File: src/rtl/fwd_hazard_unit_pkg.sv
// Shared Y86 encodings for the forwarding / hazard unit.
package fwd_hazard_unit_pkg;

    localparam logic [3:0] ICODE_NOP    = 4'h1;
    localparam logic [3:0] ICODE_MRMOVQ = 4'h5;
    localparam logic [3:0] ICODE_OPQ    = 4'h6;
    localparam logic [3:0] ICODE_JXX    = 4'h7;
    localparam logic [3:0] ICODE_CALL   = 4'h8;
    localparam logic [3:0] ICODE_POPQ   = 4'hB;

    // Register ID meaning "no register"; it never matches anything.
    localparam logic [3:0] RNONE_ID     = 4'hF;

    // True for instructions whose result only becomes available after memory.
    function automatic logic is_load(input logic [3:0] icode);
        return (icode == ICODE_MRMOVQ) || (icode == ICODE_POPQ);
    endfunction

endpackage

File: src/rtl/fwd_hazard_unit_if.sv
// Decode-side bundle between the D stage, the pipeline and the hazard unit.
interface fwd_hazard_unit_if #(
    parameter int DATA_W = 64,
    parameter int REG_W  = 4,
    parameter int CNT_W  = 32
);
    import fwd_hazard_unit_pkg::*;

    logic [3:0]        D_icode_i;
    logic [DATA_W-1:0] D_valP_i;
    logic [REG_W-1:0]  d_srcA_i;
    logic [REG_W-1:0]  d_srcB_i;
    logic [DATA_W-1:0] d_rvalA_i;
    logic [DATA_W-1:0] d_rvalB_i;
    logic [3:0]        E_icode_i;
    logic [REG_W-1:0]  E_dstM_i;
    logic [REG_W-1:0]  e_dstE_i;
    logic [DATA_W-1:0] e_valE_i;
    logic [REG_W-1:0]  M_dstM_i;
    logic [DATA_W-1:0] m_valM_i;
    logic [REG_W-1:0]  M_dstE_i;
    logic [DATA_W-1:0] M_valE_i;
    logic [REG_W-1:0]  W_dstM_i;
    logic [DATA_W-1:0] W_valM_i;
    logic [REG_W-1:0]  W_dstE_i;
    logic [DATA_W-1:0] W_valE_i;
    logic              E_bubble_i;
    logic              cnt_clr_i;
    logic [DATA_W-1:0] d_valA_o;
    logic [DATA_W-1:0] d_valB_o;
    logic [DATA_W-1:0] E_valA_o;
    logic [DATA_W-1:0] E_valB_o;
    logic              E_nop_o;
    logic              D_stall_o;
    logic [CNT_W-1:0]  stall_cnt_o;
    logic [CNT_W-1:0]  fwd_cnt_o;

    modport master (
        output D_icode_i, D_valP_i, d_srcA_i, d_srcB_i, d_rvalA_i, d_rvalB_i,
               E_icode_i, E_dstM_i, e_dstE_i, e_valE_i, M_dstM_i, m_valM_i,
               M_dstE_i, M_valE_i, W_dstM_i, W_valM_i, W_dstE_i, W_valE_i,
               E_bubble_i, cnt_clr_i,
        input  d_valA_o, d_valB_o, E_valA_o, E_valB_o, E_nop_o, D_stall_o,
               stall_cnt_o, fwd_cnt_o
    );

    modport slave (
        input  D_icode_i, D_valP_i, d_srcA_i, d_srcB_i, d_rvalA_i, d_rvalB_i,
               E_icode_i, E_dstM_i, e_dstE_i, e_valE_i, M_dstM_i, m_valM_i,
               M_dstE_i, M_valE_i, W_dstM_i, W_valM_i, W_dstE_i, W_valE_i,
               E_bubble_i, cnt_clr_i,
        output d_valA_o, d_valB_o, E_valA_o, E_valB_o, E_nop_o, D_stall_o,
               stall_cnt_o, fwd_cnt_o
    );

endinterface

File: src/rtl/fwd_hazard_unit_fwd_sel_chain.sv
// Priority forwarding select for one decode operand (E > M > W > regfile).
module fwd_sel_chain
    import fwd_hazard_unit_pkg::*;
#(
    parameter int               DATA_W   = 64,
    parameter int               REG_W    = 4,
    parameter logic [REG_W-1:0] RNONE    = RNONE_ID,
    parameter bit               USE_VALP = 1'b0
) (
    input  logic [3:0]        icode,
    input  logic [DATA_W-1:0] valp,
    input  logic [REG_W-1:0]  src,
    input  logic [DATA_W-1:0] rval,
    input  logic [REG_W-1:0]  e_dst_e,
    input  logic [DATA_W-1:0] e_val_e,
    input  logic [REG_W-1:0]  m_dst_m,
    input  logic [DATA_W-1:0] m_val_m,
    input  logic [REG_W-1:0]  m_dst_e,
    input  logic [DATA_W-1:0] m_val_e,
    input  logic [REG_W-1:0]  w_dst_m,
    input  logic [DATA_W-1:0] w_val_m,
    input  logic [REG_W-1:0]  w_dst_e,
    input  logic [DATA_W-1:0] w_val_e,
    output logic [DATA_W-1:0] val,
    output logic              hit
);

    // Both sides must name a real register for a match to count.
    function automatic logic reg_match(input logic [REG_W-1:0] s,
                                       input logic [REG_W-1:0] d);
        return (s != RNONE) && (d != RNONE) && (s == d);
    endfunction

    // First match wins; valP is not a forward, so it leaves hit low.
    always_comb begin
        val = rval;
        hit = 1'b0;
        if (USE_VALP && ((icode == ICODE_CALL) || (icode == ICODE_JXX))) begin
            val = valp;
        end else if (reg_match(src, e_dst_e)) begin
            val = e_val_e;
            hit = 1'b1;
        end else if (reg_match(src, m_dst_m)) begin
            val = m_val_m;
            hit = 1'b1;
        end else if (reg_match(src, m_dst_e)) begin
            val = m_val_e;
            hit = 1'b1;
        end else if (reg_match(src, w_dst_m)) begin
            val = w_val_m;
            hit = 1'b1;
        end else if (reg_match(src, w_dst_e)) begin
            val = w_val_e;
            hit = 1'b1;
        end
    end

endmodule

File: src/rtl/fwd_hazard_unit.sv
// Operand forwarding, load-use detection, D->E register and perf counters.
module fwd_hazard_unit
    import fwd_hazard_unit_pkg::*;
#(
    parameter int               DATA_W = 64,
    parameter int               REG_W  = 4,
    parameter logic [REG_W-1:0] RNONE  = RNONE_ID,
    parameter int               CNT_W  = 32
) (
    input  logic             clk_i,
    input  logic             rst_n_i,
    fwd_hazard_unit_if.slave bus
);

    logic [DATA_W-1:0] val_a;
    logic [DATA_W-1:0] val_b;
    logic              hit_a;
    logic              hit_b;
    logic              loaduse;
    logic              e_kill;
    logic [DATA_W-1:0] e_val_a_p1;
    logic [DATA_W-1:0] e_val_b_p1;
    logic              e_nop_p1;
    logic [CNT_W-1:0]  stall_cnt;
    logic [CNT_W-1:0]  fwd_cnt;

    // Counters stick at all-ones instead of wrapping.
    function automatic logic [CNT_W-1:0] sat_inc(input logic [CNT_W-1:0] c);
        return (c == {CNT_W{1'b1}}) ? c : c + 1'b1;
    endfunction

    fwd_sel_chain #(
        .DATA_W(DATA_W), .REG_W(REG_W), .RNONE(RNONE), .USE_VALP(1'b1)
    ) u_sel_a (
        .icode  (bus.D_icode_i), .valp   (bus.D_valP_i),
        .src    (bus.d_srcA_i),  .rval   (bus.d_rvalA_i),
        .e_dst_e(bus.e_dstE_i),  .e_val_e(bus.e_valE_i),
        .m_dst_m(bus.M_dstM_i),  .m_val_m(bus.m_valM_i),
        .m_dst_e(bus.M_dstE_i),  .m_val_e(bus.M_valE_i),
        .w_dst_m(bus.W_dstM_i),  .w_val_m(bus.W_valM_i),
        .w_dst_e(bus.W_dstE_i),  .w_val_e(bus.W_valE_i),
        .val    (val_a),         .hit    (hit_a)
    );

    fwd_sel_chain #(
        .DATA_W(DATA_W), .REG_W(REG_W), .RNONE(RNONE), .USE_VALP(1'b0)
    ) u_sel_b (
        .icode  (bus.D_icode_i), .valp   (bus.D_valP_i),
        .src    (bus.d_srcB_i),  .rval   (bus.d_rvalB_i),
        .e_dst_e(bus.e_dstE_i),  .e_val_e(bus.e_valE_i),
        .m_dst_m(bus.M_dstM_i),  .m_val_m(bus.m_valM_i),
        .m_dst_e(bus.M_dstE_i),  .m_val_e(bus.M_valE_i),
        .w_dst_m(bus.W_dstM_i),  .w_val_m(bus.W_valM_i),
        .w_dst_e(bus.W_dstE_i),  .w_val_e(bus.W_valE_i),
        .val    (val_b),         .hit    (hit_b)
    );

    // A load in E whose destination is a real decode source must stall D.
    always_comb begin
        loaduse = 1'b0;
        if (is_load(bus.E_icode_i) && (bus.E_dstM_i != RNONE)) begin
            loaduse = ((bus.d_srcA_i != RNONE) && (bus.d_srcA_i == bus.E_dstM_i)) ||
                      ((bus.d_srcB_i != RNONE) && (bus.d_srcB_i == bus.E_dstM_i));
        end
    end

    assign e_kill = loaduse | bus.E_bubble_i;

    // D -> E stage boundary: a stall or external bubble inserts one nop.
    always_ff @(posedge clk_i) begin
        if (!rst_n_i || e_kill) begin
            e_val_a_p1 <= '0;
            e_val_b_p1 <= '0;
            e_nop_p1   <= 1'b1;
        end else begin
            e_val_a_p1 <= val_a;
            e_val_b_p1 <= val_b;
            e_nop_p1   <= 1'b0;
        end
    end

    // Performance counters: reset, then clear, then saturating increment.
    always_ff @(posedge clk_i) begin
        if (!rst_n_i || bus.cnt_clr_i) begin
            stall_cnt <= '0;
            fwd_cnt   <= '0;
        end else begin
            if (loaduse) begin
                stall_cnt <= sat_inc(stall_cnt);
            end
            if (!e_kill && (hit_a || hit_b)) begin
                fwd_cnt <= sat_inc(fwd_cnt);
            end
        end
    end

    assign bus.d_valA_o    = val_a;
    assign bus.d_valB_o    = val_b;
    assign bus.D_stall_o   = loaduse;
    assign bus.E_valA_o    = e_val_a_p1;
    assign bus.E_valB_o    = e_val_b_p1;
    assign bus.E_nop_o     = e_nop_p1;
    assign bus.stall_cnt_o = stall_cnt;
    assign bus.fwd_cnt_o   = fwd_cnt;

endmodule

File: src/flat_wrapper.sv
// flat-port wrapper written by rule: the top's interface ports become plain ports
module fwd_hazard_unit_flat import fwd_hazard_unit_pkg::*;
#(
    parameter int               DATA_W = 64,
    parameter int               REG_W  = 4,
    parameter logic [REG_W-1:0] RNONE  = RNONE_ID,
    parameter int               CNT_W  = 32
)
  (clk_i, rst_n_i, bus_D_icode_i, bus_D_valP_i, bus_d_srcA_i, bus_d_srcB_i, bus_d_rvalA_i, bus_d_rvalB_i, bus_E_icode_i, bus_E_dstM_i, bus_e_dstE_i, bus_e_valE_i, bus_M_dstM_i, bus_m_valM_i, bus_M_dstE_i, bus_M_valE_i, bus_W_dstM_i, bus_W_valM_i, bus_W_dstE_i, bus_W_valE_i, bus_E_bubble_i, bus_cnt_clr_i, bus_d_valA_o, bus_d_valB_o, bus_E_valA_o, bus_E_valB_o, bus_E_nop_o, bus_D_stall_o, bus_stall_cnt_o, bus_fwd_cnt_o);
  fwd_hazard_unit_if #(.DATA_W(DATA_W), .REG_W(REG_W), .CNT_W(CNT_W)) bus_i ();
  input  logic clk_i;
  input  logic rst_n_i;
  input wire logic [$bits(bus_i.D_icode_i)-1:0] bus_D_icode_i;
  input wire logic [$bits(bus_i.D_valP_i)-1:0] bus_D_valP_i;
  input wire logic [$bits(bus_i.d_srcA_i)-1:0] bus_d_srcA_i;
  input wire logic [$bits(bus_i.d_srcB_i)-1:0] bus_d_srcB_i;
  input wire logic [$bits(bus_i.d_rvalA_i)-1:0] bus_d_rvalA_i;
  input wire logic [$bits(bus_i.d_rvalB_i)-1:0] bus_d_rvalB_i;
  input wire logic [$bits(bus_i.E_icode_i)-1:0] bus_E_icode_i;
  input wire logic [$bits(bus_i.E_dstM_i)-1:0] bus_E_dstM_i;
  input wire logic [$bits(bus_i.e_dstE_i)-1:0] bus_e_dstE_i;
  input wire logic [$bits(bus_i.e_valE_i)-1:0] bus_e_valE_i;
  input wire logic [$bits(bus_i.M_dstM_i)-1:0] bus_M_dstM_i;
  input wire logic [$bits(bus_i.m_valM_i)-1:0] bus_m_valM_i;
  input wire logic [$bits(bus_i.M_dstE_i)-1:0] bus_M_dstE_i;
  input wire logic [$bits(bus_i.M_valE_i)-1:0] bus_M_valE_i;
  input wire logic [$bits(bus_i.W_dstM_i)-1:0] bus_W_dstM_i;
  input wire logic [$bits(bus_i.W_valM_i)-1:0] bus_W_valM_i;
  input wire logic [$bits(bus_i.W_dstE_i)-1:0] bus_W_dstE_i;
  input wire logic [$bits(bus_i.W_valE_i)-1:0] bus_W_valE_i;
  input wire logic [$bits(bus_i.E_bubble_i)-1:0] bus_E_bubble_i;
  input wire logic [$bits(bus_i.cnt_clr_i)-1:0] bus_cnt_clr_i;
  output wire logic [$bits(bus_i.d_valA_o)-1:0] bus_d_valA_o;
  output wire logic [$bits(bus_i.d_valB_o)-1:0] bus_d_valB_o;
  output wire logic [$bits(bus_i.E_valA_o)-1:0] bus_E_valA_o;
  output wire logic [$bits(bus_i.E_valB_o)-1:0] bus_E_valB_o;
  output wire logic [$bits(bus_i.E_nop_o)-1:0] bus_E_nop_o;
  output wire logic [$bits(bus_i.D_stall_o)-1:0] bus_D_stall_o;
  output wire logic [$bits(bus_i.stall_cnt_o)-1:0] bus_stall_cnt_o;
  output wire logic [$bits(bus_i.fwd_cnt_o)-1:0] bus_fwd_cnt_o;
  assign bus_i.D_icode_i = bus_D_icode_i;
  assign bus_i.D_valP_i = bus_D_valP_i;
  assign bus_i.d_srcA_i = bus_d_srcA_i;
  assign bus_i.d_srcB_i = bus_d_srcB_i;
  assign bus_i.d_rvalA_i = bus_d_rvalA_i;
  assign bus_i.d_rvalB_i = bus_d_rvalB_i;
  assign bus_i.E_icode_i = bus_E_icode_i;
  assign bus_i.E_dstM_i = bus_E_dstM_i;
  assign bus_i.e_dstE_i = bus_e_dstE_i;
  assign bus_i.e_valE_i = bus_e_valE_i;
  assign bus_i.M_dstM_i = bus_M_dstM_i;
  assign bus_i.m_valM_i = bus_m_valM_i;
  assign bus_i.M_dstE_i = bus_M_dstE_i;
  assign bus_i.M_valE_i = bus_M_valE_i;
  assign bus_i.W_dstM_i = bus_W_dstM_i;
  assign bus_i.W_valM_i = bus_W_valM_i;
  assign bus_i.W_dstE_i = bus_W_dstE_i;
  assign bus_i.W_valE_i = bus_W_valE_i;
  assign bus_i.E_bubble_i = bus_E_bubble_i;
  assign bus_i.cnt_clr_i = bus_cnt_clr_i;
  assign bus_d_valA_o = bus_i.d_valA_o;
  assign bus_d_valB_o = bus_i.d_valB_o;
  assign bus_E_valA_o = bus_i.E_valA_o;
  assign bus_E_valB_o = bus_i.E_valB_o;
  assign bus_E_nop_o = bus_i.E_nop_o;
  assign bus_D_stall_o = bus_i.D_stall_o;
  assign bus_stall_cnt_o = bus_i.stall_cnt_o;
  assign bus_fwd_cnt_o = bus_i.fwd_cnt_o;
  fwd_hazard_unit #(.DATA_W(DATA_W), .REG_W(REG_W), .RNONE(RNONE), .CNT_W(CNT_W)) u_core (.clk_i(clk_i), .rst_n_i(rst_n_i), .bus(bus_i));
endmodule
File: config.mk
export PLATFORM = sky130hd
export DESIGN_NAME = fwd_hazard_unit_flat
export DESIGN_NICKNAME = d
export VERILOG_FILES = /design/src/rtl/fwd_hazard_unit_pkg.sv /design/src/rtl/fwd_hazard_unit_if.sv /design/src/rtl/fwd_hazard_unit_fwd_sel_chain.sv /design/src/rtl/fwd_hazard_unit.sv /design/src/flat_wrapper.sv
export SDC_FILE = /design/constraint.sdc
export NUM_CORES = 1
export LEC_CHECK = 0
export CORE_AREA = 8 8 335 337
export DETAILED_ROUTE_END_ITERATION = 16
export DIE_AREA = 0 0 343 345
export PLACE_DENSITY = 0.36
export SLEW_MARGIN = 5
export SYNTH_ARGS = -nofsm -noshare
export SYNTH_HDL_FRONTEND = slang
export SYNTH_SLANG_ARGS = --single-unit
export TNS_END_PERCENT = 10
File: constraint.sdc
create_clock -name clk_i -period 4 [get_ports clk_i]
set_input_delay 1 -clock clk_i [delete_from_list [all_inputs] [get_ports clk_i]]
set_output_delay 1 -clock clk_i [all_outputs]
set_load 0.01 [all_outputs]
==> results of run 1 <==
==> per-stage QoR <==
stage          power (mW)  hold WS, ns  cells
3_3_place_gp        5.607       0.4788   4285
6_report            8.047       0.5049   4494
2_1_floorplan       3.154       0.4976   1867
5_1_grt             8.365       0.5445   4482
4_1_cts             8.036       0.5067   4446
3_5_place_dp        5.575       0.4911   4285
==> worst reg2reg max path: cells and delay by family, from the launching register on <==
family	cells	cell delay, ns
and+or+nand+nor	5	1.09
AOI/OAI and AO/OA	3	0.65
DFF	1	0.42
buffers and inverters	2	0.39
adders and majority gates	1	0.36
==> final cells by class <==
cell class                      instances  share of cell area
Antenna cell                           30            0.002443
Clock buffer                           18             0.01429
Clock inverter                         14            0.006107
Inverter                                6           0.0007329
Multi-Input combinational cell       1494              0.3424
Sequential cell                       193              0.1257
Tap cell                             1403             0.05713
Timing Repair Buffer                 1336              0.4512
==> sequential cells by signal (all words and copies together) (netlist names) <==
name                    flops
u_core.bus.E_nop_o          1
u_core.bus.fwd_cnt_o       32
u_core.bus.stall_cnt_o     32
u_core.bus.E_valB_o        64
u_core.bus.E_valA_o        64
==> cell usage after synthesis, drive strengths merged, types with 2 or more instances <==
library cell	count	area, sq um
o211ai	6	45.04
o41ai	2	17.52
and3	7	43.79
ha	2	25.02
o31ai	4	30.03
dfxtp	193	3864
xnor2	36	315.3
and2	131	819.5
nand2b	4	25.02
or2	4	25.03
nor2	190	713.2
a31o	5	43.79
nor3	16	80.08
a21oi	31	158.9
or4b	3	30.03
or3	19	118.9
o21ai	208	1041
clkbuf	144	540.5
inv	6	22.52
a211o	65	569.3
nand4	20	146.4
and4	2	17.52
nor4	7	50.05
nand2	304	1141
o2111ai	3	26.28
a221o	64	640.6
a311oi	64	560.5
or4	9	71.32
xor2	35	306.5
buf	30	190.2
a31oi	69	431.7
mux2i	67	670.6
a211oi	66	500.5
nand3	43	215.2
==> power by group <==
group          total (mW)  internal [mW]  switching [mW]
Clock                2.02          0.923            1.10
Sequential           2.05           2.02          0.0323
Combinational        3.97           2.08            1.90
Total                8.05           5.02            3.03
==> worst paths after layout <==
kind	endpoint	start	cells past startpoint
max	bus_d_valA_o[39]	bus_d_srcA_i[0]	14
min reg2reg	u_core.bus.fwd_cnt_o[21]	u_core.bus.fwd_cnt_o[21]	2
max reg2reg	u_core.bus.fwd_cnt_o[3]	u_core.bus.fwd_cnt_o[0]	11
min	u_core.bus.fwd_cnt_o[21]	u_core.bus.fwd_cnt_o[21]	2
==> cells by family (layout without fill, tap and decap cells) <==
family,after synthesis,count (layout)
and+or+nand+nor,763,763
adders and majority gates,2,2
AOI/OAI and AO/OA,591,591
DFF,193,193
buffers and inverters,180,1374
other,0,30
muxes,67,67
xor gates and xnor gates,71,71
==> routing by layer <==
layer,global-route usage,wire length [um]
met1,0.2710,57440
met2,0.3776,66880
met3,0.05609,10280
met4,0.06601,3686
met5,0,147
==> what timing repair did <==
action                                  4_1_cts  5_1_grt
gates resized for setup                     962      161
pin swaps                                   157       63
setup buffers                               108       21
endpoints found under the setup margin      129      129
gates cloned                                 28        2
==> impl_metrics.json, run 1 <==
{
  "start_util": 0.1272,
  "hold_class": "reg2reg",
  "crit_buf_inv": 8,
  "finalInstanceArea_sq_um": 30730,
  "synth_ff_type": "dfxtp_1",
  "crit_chain": "buf_12 > buf_6 > xor2_1 > nor2_1 > o2111ai_4 > buf_12 > buf_12 > buf_4 > buf_16 > buf_4 > a211o_1 > a31oi_1 > a221o_1 > buf_6",
  "fp.dieH_um": 345,
  "clock_skew_ns": 0.009860,
  "chipWidth_um": 343,
  "drive_above_1_share": 0.2881,
  "postSynthCellCount": 1867,
  "final_common_cell": "clkdlybuf4s50_1",
  "dpl_cell_area_sq_um": 26530,
  "yosys_warnings": 0,
  "ant_nets": 0,
  "status": "finished, violations left",
  "dieArea_sq_um": 118300,
  "drcViolationCount": 0,
  "place_ws_ns": -1.375,
  "ys_async_sr_fraction": 0,
  "tightest_slew_ns": 0.5016,
  "grt_usage": 0.2210,
  "wl_per_cell_um": 30.80,
  "num_vias": 20670,
  "grt_pass1_wl_um": 183100,
  "layout_common_cells": "clkdlybuf4s50_1 (717), nand2_1 (291), buf_4 (291)",
  "cp-start-kind": "input pin",
  "maxCapViolCount": 0,
  "multi_input_area_sq_um": 10520,
  "vias_per_cell": 4.599,
  "cp_common_cell": "buf_12",
  "vdd_drop_max_uv": 228.9,
  "clk_pin_slew_worst_paths_ns": 0.09,
  "seqCellArea_sq_um": 3864,
  "required_ns": 3.00,
  "rsz0062_at_grt": "yes",
  "core_sq_um": 106600,
  "drt_pre_antenna_iters": 7,
  "slew_headroom": 0.6656,
  "synth-edff-count": 0,
  "rrSetupSlack_ns": 1.02,
  "setup_tns_ns": -15.10,
  "yosys-mux-area-fraction": 0.04945,
  "grt_pass1_vias": 20930,
  "clock_latency_ns": 0.52,
  "synthesis.nets": 2425,
  "grt-ovfl-total": 0,
  "final-hold-violation-count": 0,
  "path_max_fanout": 6,
  "dp_hpwl_um": 108600,
  "cts_hold_buf": 0,
  "synthXorXnorAreaFrac": 0.04585,
  "synthAdderAreaFrac": 0.001845,
  "io-pin-count": 878,
  "violations": "setup timing",
  "root_buffer": "clkbuf_16",
  "cp-end-kind": "output pin",
  "cts_buffers": 17,
  "fp-row-count": 120,
  "worst_path_largest_cell_delay_ns": 0.24,
  "final.period_utilization": 1.067,
  "gp_congestion": 0.9718,
  "cts_buffer_depth": 2,
  "finalSetupViolCount": 118,
  "synth_compound_area_frac": 0.3024,
  "netlist-cell-type-count": 54,
  "path_class": "in2out",
  "synth-simple-area-share": 0.2601,
  "crit_family": "buffers and inverters",
  "fin_ws_ns": -0.2681,
  "synth_top_family_by_area": "compound AO/OA/AOI/OAI gates",
  "power_density_nw_per_um2": 261.9,
  "synth_area_sq_um": 13560,
  "cts-htree-levels": 4,
  "drt_wl_total_um": 138400,
  "fin_nets": 3606,
  "max_freq_mhz": 234.3,
  "avgSynthCellArea_sq_um": 7.265,
  "area_growth_pct": 126.6,
  "io_buffers": 877,
  "antenna_found_initial": 57,
  "clkSinkCount": 193,
  "synth-seq-cells": 193,
  "power.leakage_nw": 11.74,
  "drtIter0Drc": 1768,
  "slew_viol_final": 0,
  "cp_slowest_cell": "a211o_1",
  "min_period_ns": 4.268,
  "crit_arrival_ns": 3.27,
  "synth_seq_area_share": 0.2849,
  "utilization": 0.2883,
  "fill_cells": 11450,
  "cts_tree": "yes",
  "grt_max_degree": 71
}
Power figures use the tool's default switching activity.
==> run 2, diff against run 1 <==
CTS_CLUSTER_SIZE = 20   (was unset)
SLEW_MARGIN = 0   (was 5)
==> results of run 2 <==
Final layout, timing and power as in run 1 (identical DEF).
==> run 3, diff against run 2 <==
ABC_CLOCK_PERIOD_IN_PS = 4000   (was unset)
==> results of run 3 <==
Final layout, timing and power as in run 1 (identical DEF).
